<file path="config.mk">
export PLATFORM = sky130hd
export DESIGN_NAME = tick_scheduler
export DESIGN_NICKNAME = d
export VERILOG_FILES = /design/src/rtl/tick_scheduler.sv
export SDC_FILE = /design/constraint.sdc
export NUM_CORES = 1
export LEC_CHECK = 0
export ABC_AREA = 0
export BUFFER_PORTS_ARGS = -buffer_cell sky130_fd_sc_hd__buf_2
export CAP_MARGIN = 20
export CORE_ASPECT_RATIO = 1.75
export CORE_MARGIN = 4
export CORE_UTILIZATION = 55
export CTS_CLUSTER_SIZE = 14
export DETAILED_ROUTE_END_ITERATION = 8
export MAX_ROUTING_LAYER = met4
export PLACE_DENSITY_LB_ADDON = 0.12
export SYNTH_ARGS = -nofsm -noshare
export SYNTH_HDL_FRONTEND = slang
export SYNTH_SLANG_ARGS = --single-unit
</file>
<file path="constraint.sdc">
create_clock -name clk -period 8.6 [get_ports clk]
set_input_delay 0.86 -clock clk [delete_from_list [all_inputs] [get_ports clk]]
set_output_delay 0.86 -clock clk [all_outputs]
set_load 0.02 [all_outputs]
</file>
<file path="src/rtl/tick_scheduler.sv">
// rtl/tick_scheduler.sv - four-channel phase-aligned tick / square-wave scheduler with boundary-safe reprogramming
module tick_scheduler #(
    parameter int CW = 27,
    parameter int P0 = 10000000,
    parameter int P1 = 100000000,
    parameter int P2 = 50000,
    parameter int P3 = 1000000
) (
    input  logic          clk,
    input  logic          rst_n,
    input  logic          start,
    input  logic          stop,
    input  logic          cfg_valid,
    output logic          cfg_ready,
    input  logic [1:0]    cfg_chan,
    input  logic [CW-1:0] cfg_period,
    output logic          cfg_err,
    output logic [3:0]    tick,
    output logic [3:0]    sq,
    output logic          running
);

    typedef enum logic {IDLE, RUN} state_t;

    localparam logic [CW-1:0] ONE = CW'(1);
    localparam logic [CW-1:0] RST_P [4] = '{CW'(P0), CW'(P1), CW'(P2), CW'(P3)};

    state_t        state;
    logic [CW-1:0] period [4];
    logic [CW-1:0] cnt    [4];
    logic [1:0]    pend_chan;
    logic [CW-1:0] pend_period;
    logic [3:0]    wrap;

    always_comb begin
        wrap = '0;
        for (int i = 0; i < 4; i++) begin
            wrap[i] = (cnt[i] == period[i] - ONE);
        end
    end

    // The pending slot is occupied exactly when cfg_ready is low.
    always_ff @(posedge clk or negedge rst_n) begin
        if (!rst_n) begin
            state       <= IDLE;
            running     <= 1'b0;
            tick        <= '0;
            sq          <= '0;
            cfg_ready   <= 1'b1;
            cfg_err     <= 1'b0;
            pend_chan   <= '0;
            pend_period <= '0;
            for (int i = 0; i < 4; i++) begin
                period[i] <= RST_P[i];
                cnt[i]    <= '0;
            end
        end else begin
            cfg_err <= 1'b0;
            if (cfg_valid && cfg_ready) begin
                if (cfg_period == '0) begin
                    cfg_err <= 1'b1;
                end else begin
                    cfg_ready   <= 1'b0;
                    pend_chan   <= cfg_chan;
                    pend_period <= cfg_period;
                end
            end

            case (state)
                IDLE: begin
                    tick <= '0;
                    for (int i = 0; i < 4; i++) begin
                        cnt[i] <= '0;
                    end
                    if (!cfg_ready) begin
                        period[pend_chan] <= pend_period;
                        cfg_ready         <= 1'b1;
                    end
                    if (start && !stop) begin
                        state   <= RUN;
                        running <= 1'b1;
                    end
                end
                RUN: begin
                    if (stop) begin
                        // A wrap due on this edge is suppressed; the pending slot waits for IDLE.
                        state   <= IDLE;
                        running <= 1'b0;
                        tick    <= '0;
                        for (int i = 0; i < 4; i++) begin
                            cnt[i] <= '0;
                        end
                    end else begin
                        for (int i = 0; i < 4; i++) begin
                            if (wrap[i]) begin
                                cnt[i]  <= '0;
                                tick[i] <= 1'b1;
                                sq[i]   <= ~sq[i];
                            end else begin
                                cnt[i]  <= cnt[i] + ONE;
                                tick[i] <= 1'b0;
                            end
                        end
                        if (!cfg_ready && wrap[pend_chan]) begin
                            period[pend_chan] <= pend_period;
                            cfg_ready         <= 1'b1;
                        end
                    end
                end
                default: state <= IDLE;
            endcase
        end
    end

endmodule

</file>
[After elaboration in Yosys (flattened, before gate mapping)]
Cells that the tools add are included.
Cells by class
  magnitude comparators: 3
  reduce and logical (&&, ||, !) cells: 14
  $add $sub $neg: 8
  bitwise operators: 8
  equality and inequality tests: 9
  muxes and demuxes: 35
Operators by type and width (count)
  108-bit 2-to-1 mux: 4
  108-bit case mux with 2 select lines: 2
  27-bit 2-to-1 mux: 5
  27-bit by 1-bit adder with 27-bit output (second input constant): 4
  108-bit bitwise mux: 1
  27-bit equality test: 4
  27-bit by 1-bit subtractor with 27-bit output (second input constant): 4
  27-bit demux with 2-bit select: 1
  27-bit zero test: 1
  1-bit 2-to-1 mux: 16
  3-bit AND reduction: 5
  2-bit != test (second input constant): 4
  4-bit case mux with 2 select lines: 1
  1-bit inverter: 7
  1-bit case mux with 2 select lines: 3
  1-bit logical AND: 4
  4-bit 2-to-1 mux: 1
  2-bit AND reduction: 2
  3-bit greater-or-equal comparator (second input constant): 1
  2-bit by 3-bit less-than comparator with 1-bit output (second input constant): 1
  3-bit by 1-bit less-than comparator with 1-bit output (second input constant): 1
  2-bit inverter with 3-bit output: 1
  1-bit binary-select mux with 2-bit select: 1
  1-bit zero test: 2
  2-bit by 1-bit != test with 1-bit output (second input constant): 1
Word-level totals
  logic and storage cells: 96
  output and inout port bits: 11
  register bits after elaboration: 257
  input port bits: 34

[Longest topological paths before layout]
Gate-level depths: netlist (run 1).
  depth after elaboration: 9
  gate-level depth with buffers: 14
  mapped depth without buffers: 11

[Worst setup path before layout (run 1)]
No wires, ideal clock.
  kind: reg-to-reg
  start point: register period[59] (netlist name)
  end point: register period[65] (netlist name)
  path slack: 5140 ps
  cell stages (with the launch flop): 13
  setup time: 128 ps
  arrival time: 3333 ps
  path buffers: 3
  path through: dfrtp_1 > or3_1 > buf_2 > or4_1 > buf_2 > nor4_4 > mux2_1 > o211a_1 > a211o_1 > nor3_2 > o21ai_4 > buf_6 > mux2_1
On the way
  cells in the longest elaborated chain, start to end: 7
Ends and longest elaborated chain
  from (decl): line 29  | logic [CW-1:0] period [4];
  from (signal, indexed assignment): line 54  | period[i] <= RST_P[i];
  from (signal, indexed assignment): line 76  | period[pend_chan] <= pend_period;
  from (signal, indexed assignment): line 105  | period[pend_chan] <= pend_period;
  27-bit by 1-bit subtractor with 27-bit output: line 38  | wrap[i] = (cnt[i] == period[i] - ONE);
  27-bit equality test: line 38
  1-bit binary-select mux with 2-bit select: line 104  | if (!cfg_ready && wrap[pend_chan]) begin
  1-bit 2-to-1 mux (not written as such): line 104
  1-bit logical AND: line 104
  2-bit by 1-bit != test with 1-bit output (no source line)
  3-bit AND reduction (no source line)
Every way passes these cells. The select of a mux whose other input is x is not followed.
A chain may end at the register's enable or synchronous reset.

[Final worst setup path (run 1)]
  start point: register period[27] (netlist name)
  end point: register period[53] (netlist name)
The elaborated chain is that of the path after synthesis.

==> key figures, run 1 <==
Status
  – Status: finished, final reports clean

Clocking
  – Hold buffers post-CTS: 0
  – TritonCTS Buffers: 26
  – Latest clock arrival within the worst-skew pair: between 0.5 and 0.6 ns
  – Post-cts sizing count: 0
  – Sink Count: approximately 260
  – Buffer depth of the longest clock path: 3
  – Root buf cell: clkbuf_16
  – TritonCTS clock tree: done
  – Worst-path clk slew: 0.06 ns
  – Setup Buffers After CTS: 0
  – Max H-tree Level: 1

Power
  – Clock power share: 0.252
  – Sequential share of power: 0.458
  – Switching share of power: 0.3614
  – Static leakage: about 0.0065 uW
  – Int Power: 2903 uW
  – Worst-case vdd ir drop: 190.8 uV
  – PwrDens: 282.9 nW/um^2
  – P_sw: between 1500 and 2000 uW
  – Comb power frac: 0.290

Timing
  – Tcrit/Tclk final: 0.4884
  – Setup Total Neg Slack: 0 ns
  – Min Clock Period, post-route: 4.200 ns
  – Highest clock rate: approximately 0.24 GHz
  – Final Max Tran Viols: 0
  – RSZ-0062 raised after global routing: false
  – Final Skew: 0.02289 ns
  – # setup viols final: 0
  – Final hold violations: 0
  – Slew headroom: 0.2753
  – Worst Tran Pin Value: 1.085 ns
  – Worst Setup Slack, final: 4.400 ns

Synth
  – Synth top area share: 0.3749
  – Synth Area in Adders: 0.006724
  – Post-Synth XOR/XNOR Area: 0.1371
  – EDFF count, synth: 0
  – Synth top area cells: dfrtp_1 (37%), xnor2_1 (7.1%), xor2_1 (6.6%)
  – Cells after synthesis: ~1500
  – Combinational family with the most area after synthesis: simple AND/OR/NAND/NOR gates
  – Post-synth top cells: dfrtp_1 (223), nor2_1 (160), xnor2_1 (120), xor2_1 (113), nand2_1 (76)
  – Async S/R FF share, synth: 1.000
  – Yosys warns: 0
  – Post-Syn Nets: 1492
  – Simple-gate portion of the synthesized area: 0.2106
  – Syn_area_per_cell: 10.27 um^2
  – Sequential fraction of the synthesis area: 0.4349
  – Mux contribution to synthesized area: 0.1226
  – Synth Cell Area: around 15000 um^2
  – Post-synthesis compound-gate area fraction: 0.05573
  – #FFs+latches synth: around 260
  – Distinct cells, synth: 84
  – Largest area contributor in the netlist: dfrtp_1
  – Ys flop type: dfrtp_1
  – Count leader, synth: dfrtp_1

Cells and area
  – Multi-input gate area: 7933 um^2
  – Share of cells above drive strength 1: 0.1612
  – FF+latch area: 6474 um^2
  – Synth-to-Final Area Change: 7.952%
  – Filler cell count: 2274
  – Nets: between 1500 and 2000
  – Non-filler cells in the finished layout: 1807
  – # diodes: 0

Critical path
  – Cell Chain, Critical Path: inv_1, ha_1, or4b_1, nand4b_2, nor3_1, mux2i_1, o31ai_1, a22oi_1, o2111a_2, a21oi_4, mux2_2
  – Worst-path fanout max: 27
  – CP Depth: 11
  – Slowest cell delay on critical path: 0.86 ns
  – CP bufs+invs: 1
  – Worst path arrival time: 4.64 ns
  – Worst R2R Path Depth: 11
  – Crit path kind: flip-flop to flip-flop
  – CP top delay family: compound AO/OA/AOI/OAI gates
  – Slowest-stage cell, CP: a21oi_4
  – Startpoint type of the worst setup path: flip-flop
  – Worst EP required: 9.04 ns
  – Worst setup EP type: flip-flop

Detailed routing
  – TritonRoute pass-1 iters: 5
  – # DRC: 0
  – DR vias: between 10000 and 15000
  – Via-to-Cell Ratio: 6.027
  – Routed Antenna Nets: 0
  – DR iter-0 viols: between 500 and 600
  – WL final: 37130 um
  – Routed wire length per instance: 20.55 um

GRT
  – First-pass GRT wire length: 59550 um
  – GRT overflow: 0
  – Largest net degree at the start of global routing: 120
  – Number of global-route vias before repair: 10973
  – Initial antenna violation count: 0
  – Total global-route track usage: 0.2574

Die
  – Floorplan Core Area: 26690 um^2
  – Die Area: 29860 um^2
  – Initial Util: 0.5578
  – Die Wd: around 130 um
  – FP Rows: 79
  – Die Y: 225.6 um
  – # IOs: 45

Place
  – Post-DP HPWL: 27290 um
  – Placed cell count: approximately 1800
  – Input/output buffers: 44
  – Routability Congestion: about 0.89
  – DP Worst Slack: 4.417 ns

Flow run
  – Max-Cap Viols: 0

Min path
  – Worst Hold Class: input port to async pin
power by group through the flow:
stage | registers, uW | logic (uW) | clock network (uW)
5_1_grt | 2130 | 1460 | 1230
2_1_floorplan | 1840 | 1180 | 0
3_5_place_dp | 2100 | 1310 | 0
6_report | 2080 | 1320 | 1150
4_1_cts | 2080 | 1320 | 1180
3_3_place_gp | 2090 | 1280 | 0
cell type report:
| type | instances | area share |
|---|---|---|
| inverter | 29 | 0.006774 |
| multi-input combinational | 1097 | 0.4937 |
| clock inverter | 13 | 0.008954 |
| clock buffer | 35 | 0.04446 |
| tap | 324 | 0.02523 |
| sequential | 257 | 0.4029 |
| timing repair buffer | 52 | 0.01806 |
cell families (layout without fill, tap and decap cells):
| group | count (synthesis) | after routing |
|---|---|---|
| AO/OA/AOI/OAI | 112 | 112 |
| XOR/XNOR | 233 | 233 |
| adder cells (fa/ha/maj) | 8 | 8 |
| buffers and inverters | 96 | 129 |
| flip-flops | 257 | 257 |
| multiplexers | 157 | 157 |
| AND/OR/NAND/NOR | 587 | 587 |
registers in the layout (all words and copies together), names as in the netlist, 2 cells and up:
register     count
cnt            108
pend_chan        2
pend_period     27
period         108
sq               4
tick             4
worst register-to-register path, delay by kind of cell (launching register included):
| kind | cells | cell delay, ns |
|---|---|---|
| compound gates | 4 | 1.48 |
| simple gates | 3 | 1.30 |
| mux | 2 | 0.57 |
| flops | 1 | 0.44 |
| fa+ha+maj | 1 | 0.20 |
| buf+inv | 1 | 0.09 |
final timing paths:
path | slack (ns) | startpoint | end
max | 4.40 | period[27] | period[53]
min reg2reg | 0.47 | sq[3] | sq[3]
max in group asynchronous | 6.59 | rst_n | pend_period[26]
max reg2reg | 4.40 | period[27] | period[53]
min | 0.37 | rst_n | cnt[64]
min in group clk | 0.47 | sq[3] | sq[3]
metal layers:
| metal | up-vias | share of wire | routed length, um | GRT usage |
|---|---|---|---|---|
| li1 | 5181 | - | - | - |
| met1 | 5402 | 0.39 | 14610 | 0.2906 |
| met2 | 204 | 0.53 | 19560 | 0.4562 |
| met3 | 103 | 0.026 | 956 | 0.02653 |
| met4 | 0 | 0.054 | 2001 | 0.1245 |
| met5 | - | 0 | 0 | - |
per-stage QoR:
stage	utilization	hold slack, ns	total power (uW)	instance area (um^2)
floorplan	-	0.4790	3019	14890
global placement	0.5699	0.4502	3371	15210
detailed placement	0.5699	0.4568	3410	15210
CTS	0.6021	0.4245	4574	16070
global route	0.6021	0.4463	4823	16070
finish	0.6021	0.3654	4547	16070
cells in the final DEF, fill, tap and decap left out, drive strengths merged, types with 12 or more instances in the layout:
| cell type | count |
|---|---|
| a21oi | 15 |
| and3 | 26 |
| buf | 52 |
| clkbuf | 35 |
| dfrtp | 223 |
| dfstp | 34 |
| inv | 30 |
| mux2 | 142 |
| mux2i | 15 |
| nand2 | 76 |
| nand3 | 55 |
| nand3b | 15 |
| nand4 | 31 |
| nor2 | 160 |
| nor2b | 14 |
| nor3 | 70 |
| nor4 | 47 |
| o21ai | 18 |
| o31ai | 12 |
| or3 | 16 |
| or4 | 12 |
| xnor2 | 120 |
| xor2 | 113 |
No activity file was read; power rests on OpenSTA's default activity.
==> run 2, diff against run 1 <==
- clock period: 8.6 -> 3.8 ns (I/O delays scaled with it)
==> run 2 against run 1 <==
Against the previous run:
- largest cell class unchanged
- count of clock-buffer cells in the layout unchanged
- die area unchanged
- cell area increased by 2.5%
- sequential cell count is the same
- largest power group unchanged
==> key figures, run 2 (synthesis gave the netlist of run 1 again) <==
Critical path
  – Slowest cell delay on critical path: 0.58 ns
  – Cell Chain, Critical Path: or3_1, or4_1, buf_4, nor4_4, mux2_1, o211a_1, a211o_1, nor3_4, buf_4, o21ai_2, mux2_1
  – Worst EP required: 4.23 ns
  – Startpoint type of the worst setup path: flip-flop
  – Worst path arrival time: 4.04 ns
  – Worst-path fanout max: 8
  – Worst setup EP type: flip-flop
  – Slowest-stage cell, CP: or4_1
  – Crit path kind: flip-flop to flip-flop

Clocking
  – Worst-path clk slew: 0.07 ns
  – Sink Count: 257
  – Root buf cell: clkbuf_16
  – Max H-tree Level: 1
  – Latest clock arrival within the worst-skew pair: roughly 0.55 ns
  – TritonCTS clock tree: done
  – TritonCTS Buffers: 26
  – Buffer depth of the longest clock path: 3

Timing
  – Final Skew: around 0.013 ns
  – Slew headroom: 0.2991
  – Min Clock Period, post-route: 3.609 ns
  – # setup viols final: 0
  – Final hold violations: 0
  – Setup Total Neg Slack: 0 ns
  – Final Max Tran Viols: 0
  – Worst Setup Slack, final: 0.1908 ns
  – Tcrit/Tclk final: 0.9498
  – Worst Tran Pin Value: 1.047 ns
  – Highest clock rate: 0.2771 GHz

Die
  – Die Y: 225.6 um
  – Floorplan Core Area: around 27000 um^2
  – # IOs: 45
  – Die Area: 29860 um^2
  – FP Rows: 79
  – Die Wd: 132.4 um
  – Initial Util: 0.5578

Cells and area
  – Commonest non-fill, non-tap cells in the layout: dfrtp_1 (223), nor2_1 (160), xnor2_1 (120)
  – Nets: 1534
  – Most common cell after layout, fill and taps aside: dfrtp_1
  – Share of cells above drive strength 1: 0.1799
  – Non-filler cells in the finished layout: ~1800
  – Synth-to-Final Area Change: 10.66%
  – Post-route cell area: between 15000 and 20000 um^2
  – # diodes: 0
  – Top flop regs: cnt: 108 flops, period: 108 flops, pend_period: 27 flops

Detailed routing
  – Routed wire length per instance: 20.23 um
  – Routed Antenna Nets: 0
  – Met2 wire length: 19410 um
  – TritonRoute pass-1 iters: 5
  – Via-to-Cell Ratio: 5.965
  – Met3 routed WL: 1232 um
  – Met1 wire length: 14790 um
  – DR vias: 10951
  – Max layer used: met4
  – # DRC: 0
  – DR iter-0 viols: 554
  – WL final: approximately 37000 um

Power
  – PwrDens: 646.8 nW/um^2
  – Design Power: approximately 11000 uW
  – Worst-case vdd ir drop: 423.6 uV
  – Static leakage: roughly 0.0067 uW

Place
  – Post-DP HPWL: 27130 um
  – Routability Congestion: between 0.9 and 1
  – Placed cell count: roughly 1800
  – DP Worst Slack: 0.1015 ns
  – Input/output buffers: 44
  – DP Area: approximately 15000 um^2

GRT
  – Number of global-route vias before repair: 11036
  – Initial antenna violation count: 0
  – Total global-route track usage: 0.2566
  – Largest net degree at the start of global routing: 121
  – GRT overflow: 0
  – First-pass GRT wire length: 59410 um

Flow run
  – Max-Cap Viols: 0

Status
  – Status: finished, final reports clean

Min path
  – Worst Hold Class: input port to flip-flop
-- run 2: cell types whose count changed in the layout (fill, tap and decap cells not counted), moves of 2 or more --
| cell | previous run | this run |
|---|---|---|
| buf_4 | 8 | 28 |
| buf_12 | 0 | 6 |
| bufinv_16 | 2 | 4 |
| clkbuf_1 | 6 | 4 |
| clkinv_2 | 7 | 5 |
| clkinv_4 | 0 | 2 |
| clkinv_8 | 2 | 0 |
-- run 2: area by class of cell --
type                    instances  area (um^2)
fillers                      2287        10220
multi-input cells            1099         7989
flip-flops and latches        257         6474
clock buffers                  35        745.7
repair buffers                 79        570.5
well taps                     324        405.4
clock inverters                13        178.9
inverters                      29        108.9
-- run 2: critical path, delay by kind of cell, from the launching register on --
kind / cells / cell delay [ns]
flops: 1 / 0.41
mux: 2 / 0.73
compound gates: 3 / 0.58
simple gates: 4 / 1.39
buf+inv: 2 / 0.38
-- run 2: per-stage QoR --
| stage | hold WS, ns | util |
|---|---|---|
| 2_1_floorplan | 0.08441 | - |
| 4_1_cts | 0.05291 | 0.6148 |
| 3_3_place_gp | 0.4529 | 0.5798 |
| 6_report | 0.07137 | 0.6172 |
| 3_5_place_dp | 0.4607 | 0.5798 |
| 5_1_grt | 0.06826 | 0.6172 |
-- run 2: what timing repair did --
action / CTS / global route
endpoints found under the hold margin: 104 / 0
buffers inserted: 0 / 1
resized for setup: 0 / 6
hold buffers: 1 / 0
setup endpoints to repair: 0 / 81
-- run 2: power breakdown --
part	total (uW)	internal (uW)	leakage (uW)	switching (uW)
Sequential	4690	3530	0.00325	1160
Clock	2780	1650	0.000455	1130
Combinational	3190	1680	0.00298	1510
Total	10700	6860	0.00669	3790
-- run 2: path summary, 6_finish.rpt --
kind	from	endpoint	slack (ns)	cells past startpoint
hold / removal	start	state	0.07	3
min in group asynchronous	rst_n	cnt[66]	0.50	2
max in group asynchronous	rst_n	period[31]	2.22	3
setup reg to reg	period[59]	period[65]	0.19	11
hold reg to reg	sq[2]	sq[2]	0.47	1
setup / recovery	period[59]	period[65]	0.19	11
-- run 2: per-layer routing --
| metal | vias to the layer above | track usage |
|---|---|---|
| met5 | - | - |
| met4 | 0 | 0.1141 |
| met3 | 91 | 0.02586 |
| met2 | 215 | 0.4572 |
| met1 | 5419 | 0.2925 |
| li1 | 5226 | - |
==> run 3, diff against run 2 <==
- CORE_ASPECT_RATIO: 1.75 -> 1.4
- PLACE_DENSITY: unset -> 0.75
- PLACE_DENSITY_LB_ADDON: 0.12 -> unset
==> run 3 against run 2 <==
Against the previous run:
- hold slack improved by 0.0062 ns
- sequential power barely moved
- sequential share of layout area rose by 0.072 points
- highest routed layer unchanged
- critical path type unchanged
- cell area fell by 0.18%
- non-clock buffer count fell by 4
- setup slack got worse by 0.040 ns
==> key figures, run 3 (synthesis gave the netlist of run 1 again) <==
Timing
  – Final Max Tran Viols: 0
  – # setup viols final: 0
  – RSZ-0062 raised after global routing: false
  – Setup Total Neg Slack: 0 ns
  – Worst Tran Pin Value: 0.9082 ns
  – Highest clock rate: 0.2741 GHz
  – Min Clock Period, post-route: 3.649 ns
  – Tcrit/Tclk final: 0.9602
  – Final hold violations: 0
  – Slew headroom: 0.3923
  – Final Skew: 0.01054 ns

Clocking
  – Latest clock arrival within the worst-skew pair: 0.55 ns
  – Sink Count: 257
  – TritonCTS Buffers: 26
  – TritonCTS clock tree: done
  – Buffer depth of the longest clock path: 3
  – Worst-path clk slew: ~0.070 ns
  – Root buf cell: clkbuf_16
  – Max H-tree Level: 1

Die
  – Die Area: 29800 um^2
  – Die Wd: 147.0 um
  – Die Y: a little over 200 um
  – Initial Util: 0.5567
  – # IOs: 45
  – FP Rows: 71
  – Floorplan Core Area: ~27000 um^2

Critical path
  – R2R Path Start: period[56]
  – Crit path kind: flip-flop to flip-flop
  – Worst setup EP type: flip-flop
  – Worst-path fanout max: 14
  – Crit path launch: period[56]
  – Startpoint type of the worst setup path: flip-flop
  – Worst path arrival time: 4.08 ns
  – Worst EP required: 4.23 ns

Detailed routing
  – # DRC: 0
  – Routed Antenna Nets: 0
  – DR vias: between 10000 and 15000
  – WL final: 35360 um
  – DR iter-0 viols: a little over 700
  – Via-to-Cell Ratio: 5.858
  – Routed wire length per instance: 18.89 um
  – TritonRoute pass-1 iters: 6

Power
  – PwrDens: 640.4 nW/um^2
  – Static leakage: 0.006645 uW
  – Worst-case vdd ir drop: 381.0 uV
  – Design Power: 10530 uW

GRT
  – GRT overflow: 0
  – First-pass GRT wire length: 57560 um
  – Largest net degree at the start of global routing: 104
  – Initial antenna violation count: 0
  – Number of global-route vias before repair: 10898
  – Total global-route track usage: 0.2453

Cells and area
  – Commonest non-fill, non-tap cells in the layout: dfrtp_1 (223), nor2_1 (160), xnor2_1 (120)
  – Share of cells above drive strength 1: 0.1758
  – Top flop regs: cnt: 108 flops, period: 108 flops, pend_period: 27 flops
  – # diodes: 0
  – Synth-to-Final Area Change: 10.46%
  – Nets: 1529
  – Most common cell after layout, fill and taps aside: dfrtp_1

Place
  – Input/output buffers: 44
  – Routability Congestion: 0.9387
  – Post-DP HPWL: 25580 um

Flow run
  – Max-Cap Viols: 0

Min path
  – Worst Hold Class: input port to flip-flop
  – Worst Min Path Start: cfg_period[17]

Status
  – Status: finished, final reports clean
## run 3: what timing repair did
| item | CTS | global route |
|---|---|---|
| resized for setup | 0 | 5 |
| hold endpoints to repair | 88 | 0 |
| endpoints found under the setup margin | 0 | 108 |
| setup buffers | 0 | 2 |
| hold buffers | 1 | 0 |
## run 3: area by class of cell
type / count / area, um^2
inverter: 29 / 108.9
multi-input combinational: 1098 / 7966
clock buffer: 37 / 773.2
fill: 2209 / 10300
timing repair buffer: 75 / 515.5
clock inverter: 11 / 147.6
tap: 365 / 456.7
sequential: 257 / 6474
## run 3: power by group
part	internal (uW)	switching, uW	total, uW
Combinational	1650	1480	3120
Sequential	3520	1150	4680
Clock	1630	1100	2730
Total	6800	3730	10500
## run 3: metrics by stage
step / util / setup slack (ns) / cell area (um^2) / cells / hold slack [ns]
2_1_floorplan: - / 0.3397 / 14890 / 1450 / 0.08441
3_3_place_gp: 0.5783 / 0.1872 / 15460 / 1820 / 0.4517
3_5_place_dp: 0.5783 / 0.06980 / 15460 / 1820 / 0.4594
4_1_cts: 0.6131 / 0.06531 / 16390 / 1869 / 0.05422
5_1_grt: 0.6149 / 0.02071 / 16440 / 1872 / 0.07209
6_report: 0.6149 / 0.1511 / 16440 / 1872 / 0.07752
## run 3: critical path: stages, from the launching register on
cell	delay, ns
dfrtp_1	0.43
or3_1	0.47
or4_1	0.61
nor4_4	0.33
mux2_1	0.35
o211a_1	0.13
a211o_1	0.31
nor3_4	0.29
o21ai_4	0.20
mux2_1	0.39
## run 3: worst paths after layout
| check | end | slack, ns | cells past startpoint |
|---|---|---|---|
| worst max-delay path | period[79] | 0.15 | 9 |
| worst min-delay path | pend_period[17] | 0.08 | 2 |
| worst max register to register | period[79] | 0.15 | 9 |
| worst min register to register | sq[2] | 0.46 | 1 |
| max in group asynchronous | period[104] | 2.25 | 3 |
| min in group asynchronous | cnt[53] | 0.43 | 2 |
## run 3: layer usage
layer,wire [um],part of all wire,global-route usage
met1,14740,0.42,0.2968
met2,18060,0.51,0.4286
met3,1276,0.036,0.02255
met4,1288,0.036,0.09061
met5,0,0,-
